[config.mk]
export PLATFORM = sky130hd
export DESIGN_NAME = pattern_frame_tx
export DESIGN_NICKNAME = d
export VERILOG_FILES = /design/src/rtl/pattern_frame_tx.sv
export SDC_FILE = /design/constraint.sdc
export NUM_CORES = 1
export LEC_CHECK = 0
export CORE_ASPECT_RATIO = 0.8
export CORE_MARGIN = 2
export CORE_UTILIZATION = 25
export CTS_BUF_LIST = sky130_fd_sc_hd__clkbuf_16
export CTS_CLUSTER_DIAMETER = 100
export DETAILED_ROUTE_END_ITERATION = 10
export PLACE_DENSITY = 0.43
export SLEW_MARGIN = 15
export SYNTH_ARGS = -nofsm -noshare
export SYNTH_HDL_FRONTEND = slang
export SYNTH_SLANG_ARGS = --single-unit
[constraint.sdc]
create_clock -name clk -period 2.5 [get_ports clk]
set_clock_uncertainty 0.15 [all_clocks]
set_input_delay 0.375 -clock clk [delete_from_list [all_inputs] [get_ports clk]]
set_output_delay 0.375 -clock clk [all_outputs]
set_load 0.005 [all_outputs]
[src/rtl/pattern_frame_tx.sv]
// pattern_frame_tx: serialises a captured payload word behind a fixed sync
// pattern, one bit per valid/ready beat, followed by an optional idle gap.
// Optional build macro PATTERN_FRAME_TX_PARITY_EN appends an even-parity bit
// after the payload; without it the frame is sync pattern plus payload only.
module pattern_frame_tx #(
  parameter int               PAT_W   = 5,
  parameter logic [PAT_W-1:0] PATTERN = 5'b11010,
  parameter int               DATA_W  = 8,
  parameter int               GAP_CYC = 2
) (
  input  logic              clk,
  input  logic              rst,
  input  logic              start_i,
  input  logic [DATA_W-1:0] data_i,
  input  logic              ready_i,
  output logic              data_o,
  output logic              valid_o,
  output logic              busy_o,
  output logic              done_o
);

  localparam int FW    = PAT_W + DATA_W;
  localparam int CMAX  = (PAT_W > DATA_W) ? PAT_W : DATA_W;
  localparam int CNT_W = (CMAX > 1) ? $clog2(CMAX) : 1;
  localparam int GAP_W = (GAP_CYC > 1) ? $clog2(GAP_CYC) : 1;

  localparam logic [CNT_W-1:0] PAT_LOAD  = CNT_W'(PAT_W - 1);
  localparam logic [CNT_W-1:0] DATA_LOAD = CNT_W'(DATA_W - 1);
  localparam logic [GAP_W-1:0] GAP_LOAD  = (GAP_CYC > 0) ? GAP_W'(GAP_CYC - 1) : '0;

  typedef enum logic [2:0] {
    IDLE,
    SYNC,
    PAYLOAD,
`ifdef PATTERN_FRAME_TX_PARITY_EN
    PARITY,
`endif
    GAP
  } state_t;

  state_t           state, state_n;
  logic [CNT_W-1:0] cnt, cnt_n;
  logic [GAP_W-1:0] gap_cnt, gap_n;
  logic [FW-1:0]    sreg, sreg_n, shifted;
  logic             data_n, valid_n, busy_n, done_n;
  logic             beat, last_beat;
`ifdef PATTERN_FRAME_TX_PARITY_EN
  logic             par, par_n;
`endif

  // The sync pattern and payload share one shift register so both leave MSB first.
  assign shifted = sreg << 1;
  assign beat    = valid_o & ready_i;

  // State, counters, shift register and registered outputs.
  always_ff @(posedge clk or negedge rst) begin
    if (!rst) begin
      state   <= IDLE;
      cnt     <= '0;
      gap_cnt <= '0;
      sreg    <= '0;
      data_o  <= 1'b0;
      valid_o <= 1'b0;
      busy_o  <= 1'b0;
      done_o  <= 1'b0;
`ifdef PATTERN_FRAME_TX_PARITY_EN
      par     <= 1'b0;
`endif
    end else begin
      state   <= state_n;
      cnt     <= cnt_n;
      gap_cnt <= gap_n;
      sreg    <= sreg_n;
      data_o  <= data_n;
      valid_o <= valid_n;
      busy_o  <= busy_n;
      done_o  <= done_n;
`ifdef PATTERN_FRAME_TX_PARITY_EN
      par     <= par_n;
`endif
    end
  end

  // Next-state and next-output logic; everything holds unless a beat or start moves it.
  always_comb begin
    state_n   = state;
    cnt_n     = cnt;
    gap_n     = gap_cnt;
    sreg_n    = sreg;
    data_n    = data_o;
    valid_n   = valid_o;
    busy_n    = busy_o;
    done_n    = 1'b0;
    last_beat = 1'b0;
`ifdef PATTERN_FRAME_TX_PARITY_EN
    par_n     = par;
`endif
    case (state)
      IDLE: begin
        valid_n = 1'b0;
        busy_n  = 1'b0;
        data_n  = 1'b0;
        if (start_i) begin
          sreg_n  = {PATTERN, data_i};
          cnt_n   = PAT_LOAD;
          state_n = SYNC;
          valid_n = 1'b1;
          busy_n  = 1'b1;
          data_n  = PATTERN[PAT_W-1];
`ifdef PATTERN_FRAME_TX_PARITY_EN
          par_n   = ^data_i;
`endif
        end
      end
      SYNC: begin
        if (beat) begin
          sreg_n = shifted;
          data_n = shifted[FW-1];
          if (cnt == '0) begin
            cnt_n   = DATA_LOAD;
            state_n = PAYLOAD;
          end else begin
            cnt_n = cnt - 1'b1;
          end
        end
      end
      PAYLOAD: begin
        if (beat) begin
          sreg_n = shifted;
          if (cnt == '0) begin
`ifdef PATTERN_FRAME_TX_PARITY_EN
            state_n = PARITY;
            data_n  = par;
`else
            last_beat = 1'b1;
`endif
          end else begin
            cnt_n  = cnt - 1'b1;
            data_n = shifted[FW-1];
          end
        end
      end
`ifdef PATTERN_FRAME_TX_PARITY_EN
      PARITY: begin
        if (beat) begin
          last_beat = 1'b1;
        end
      end
`endif
      GAP: begin
        valid_n = 1'b0;
        busy_n  = 1'b1;
        if (gap_cnt == '0) begin
          state_n = IDLE;
          busy_n  = 1'b0;
        end else begin
          gap_n = gap_cnt - 1'b1;
        end
      end
      default: begin
        state_n = IDLE;
        valid_n = 1'b0;
        busy_n  = 1'b0;
      end
    endcase

    if (last_beat) begin
      valid_n = 1'b0;
      data_n  = 1'b0;
      done_n  = 1'b1;
      sreg_n  = '0;
      if (GAP_CYC > 0) begin
        state_n = GAP;
        gap_n   = GAP_LOAD;
        busy_n  = 1'b1;
      end else begin
        state_n = IDLE;
        busy_n  = 1'b0;
      end
    end
  end

endmodule
==> results.toml <==
[sta]
setup_slack_ps = 566
maxSlewViolCount = 0
fmax_ghz = 0.517
fin_setup_tns_ps = 0
finalHoldViolations = 0
min_period_ps = 1930
relSlewSlack_pct = 72.4
setup_viol = 0
finalCritPeriodShare_pct = 77.4
worstMarginPinSlew_ps = 412
rsz0062_at_grt = "no"

[grt]
grt_max_degree = 23
antenna_found_initial = 0
grt_pass1_wl_um = 4620
grt_pass1_vias = 956
track_usage_pct = 10.6
grt-ovfl-total = 0

[setup_path]
reg2reg_setup_slack_ps = 570
crit_type = "flop to flop"
worstPathMaxFanout = 8
critPathLaunchType = "flop"
cp.arrival_ps = 1930
crit_required_ps = 2500
endpoint_kind = "flop"
r2r-start = "state[0]$_DFFE_PN0P_"
reg2regPathDepth = 6
r2r_end = "cnt[0]$_DFFE_PN0P_"

[place]
gp_congestion = 0.832
dpl.cell_count = 188
dp_slack_ps = 425
dp_hpwl_um = 1810
dpl-instance-area_mm2 = 0.00148
io_buffers = 15

[power]
power_density_mw_per_mm2 = 548
max-vdd-ir-drop_mv = 0.237
p_leak_uw = 0.000682

[cells_and_area]
fillers = 500
layout_common_cells = "dfrtp_1, clkdlybuf4s50_1, o2bb2ai_1"
postLayoutCellArea_mm2 = 0.00158
final_common_cell = "dfrtp_1"
stdcell_count = 192
area_growth_pct = 26.0
layout.nets = 151
post-route-util_pct = 32.2
layout-drive-gt1-share_pct = 13.8
antenna-diode-count = 0

[run_status]
outcome = "finished, final reports clean"

[routing]
antenna_left = 0
via_count = 885
first_iter_violations = 55
wl_per_cell_um = 13.6
route.detailed.drc = 0
routed_wl_um = 2600
dr.pass1.iters = 4
vias_per_cell = 4.61

[clocking]
cts-hold-fix-buffers = 0
cts_num_sinks = 22
cts_root_buffer = "clkbuf_16"
postCtsSetupRepairBufs = 0
cts_resized = 0
cts_buffers = 3
clk_pin_slew_ps = 60
clock_latency_ps = 260
clock_path_buffers = 2
tritoncts = "built"
htree_levels = 1

[logic_synthesis]
ys_warn_count = 0
syn_area_per_cell_um2 = 11.2
synth_nets = 132
synthArstFlopShare_pct = 100
synth_flop_cell = "dfrtp_1"
synthCells = 112
ys_types = 33
ys_seq_elements = 22
synth_edf_count = 0
seq_area_frac_synth_pct = 43.8
syn_area_mm2 = 0.00126

[floorplanning]
core_area_mm2 = 0.00492
io_pins = 16
die-area_mm2 = 0.00561
die_x_um = 83.3
die_y_um = 67.4
initial_core_util_pct = 25.5
rows = 23

[run]
maxCapViolations = 0

[hold_path]
hold_path_class = "primary input to asynchronous set/reset pin"
-- metal layers --
metal  up-vias  track usage, %  wire, µm
li1        443               -         -
met1       425            14.6      1350
met2        12            16.0      1150
met3         5            1.47        41
met4         0            6.15        64
met5         -               0         0
-- worst max-delay path: stages, from the launching register on --
cell and delay [ps]:
dfrtp_1 440, inv_1 110, ha_1 330, o2bb2ai_1 180, nand4b_1 240, mux2i_1 190
a31o_1 190
-- Yosys cell counts (2+ instances only) --
master / number / area share, %
nor2_1: 4 / 1.2
o2bb2ai_2: 4 / 4.8
o2bb2ai_1: 10 / 7.0
a21oi_1: 3 / 1.2
nand2b_1: 3 / 1.5
mux2i_1: 8 / 6.4
inv_1: 6 / 1.8
nand2_1: 7 / 2.1
a22oi_1: 2 / 1.2
buf_2: 2 / 0.80
nand3_1: 3 / 1.2
dfrtp_1: 22 / 44
ha_1: 8 / 8.0
nor2b_1: 4 / 2.0
o21ai_0: 8 / 3.2
-- cell families (layout without fill, tap and decap cells) --
kind of cell / after synthesis / in the layout / share of synthesized area [%]
AO/OA/AOI/OAI: 35 / 35 / 24.0
AND/OR/NAND/NOR: 27 / 27 / 12.4
flip-flops: 22 / 22 / 43.8
buffers and inverters: 11 / 29 / 4.58
multiplexers: 9 / 9 / 7.27
adder cells (fa/ha/maj): 8 / 8 / 7.97
-- final cells by class --
type,count,area [µm²],share of cell area [%]
tap,62,77.6,4.90
inverter,7,28.8,1.82
timing repair buffer,18,173,10.9
clock inverter,1,30.0,1.90
clock buffer,3,75.1,4.74
sequential,22,551,34.8
multi-input combinational,79,648,40.9
-- state kept, by name, summed over array words and instances, names as in the netlist --
register and cells:
gap_cnt 1, busy_o 1, data_o 1, cnt 3, state 2, sreg 12, done_o 1, valid_o 1
-- how the worst max path moves through the flow --
| stage | cells after the start | startpoint | slack [ps] | endpoint |
|---|---|---|---|---|
| after floorplan | 6 | state[0]$_DFFE_PN0P_ | 770 | cnt[0]$_DFFE_PN0P_ |
| after detailed placement | 5 | start_i | 420 | cnt[0]$_DFFE_PN0P_ |
| final | 6 | state[0]$_DFFE_PN0P_ | 570 | cnt[0]$_DFFE_PN0P_ |
| after global routing | 6 | state[0]$_DFFE_PN0P_ | 420 | cnt[0]$_DFFE_PN0P_ |
| after global placement | 5 | start_i | 490 | cnt[0]$_DFFE_PN0P_ |
| after CTS | 6 | state[0]$_DFFE_PN0P_ | 550 | cnt[0]$_DFFE_PN0P_ |
-- per-stage QoR --
step	hold WS (ps)	total power, µW
global placement	322	417
detailed placement	325	417
finish	315	867
CTS	331	878
global route	358	898
floorplan	-70.6	386
-- report_power, final --
group	internal [µW]	switching (µW)	leakage (µW)
registers	363	4.43	0.000250
logic	26.4	15.4	0.000381
clock network	318	140	0.0000511
total	708	159	0.000682
(Power assumes the default switching activity.)
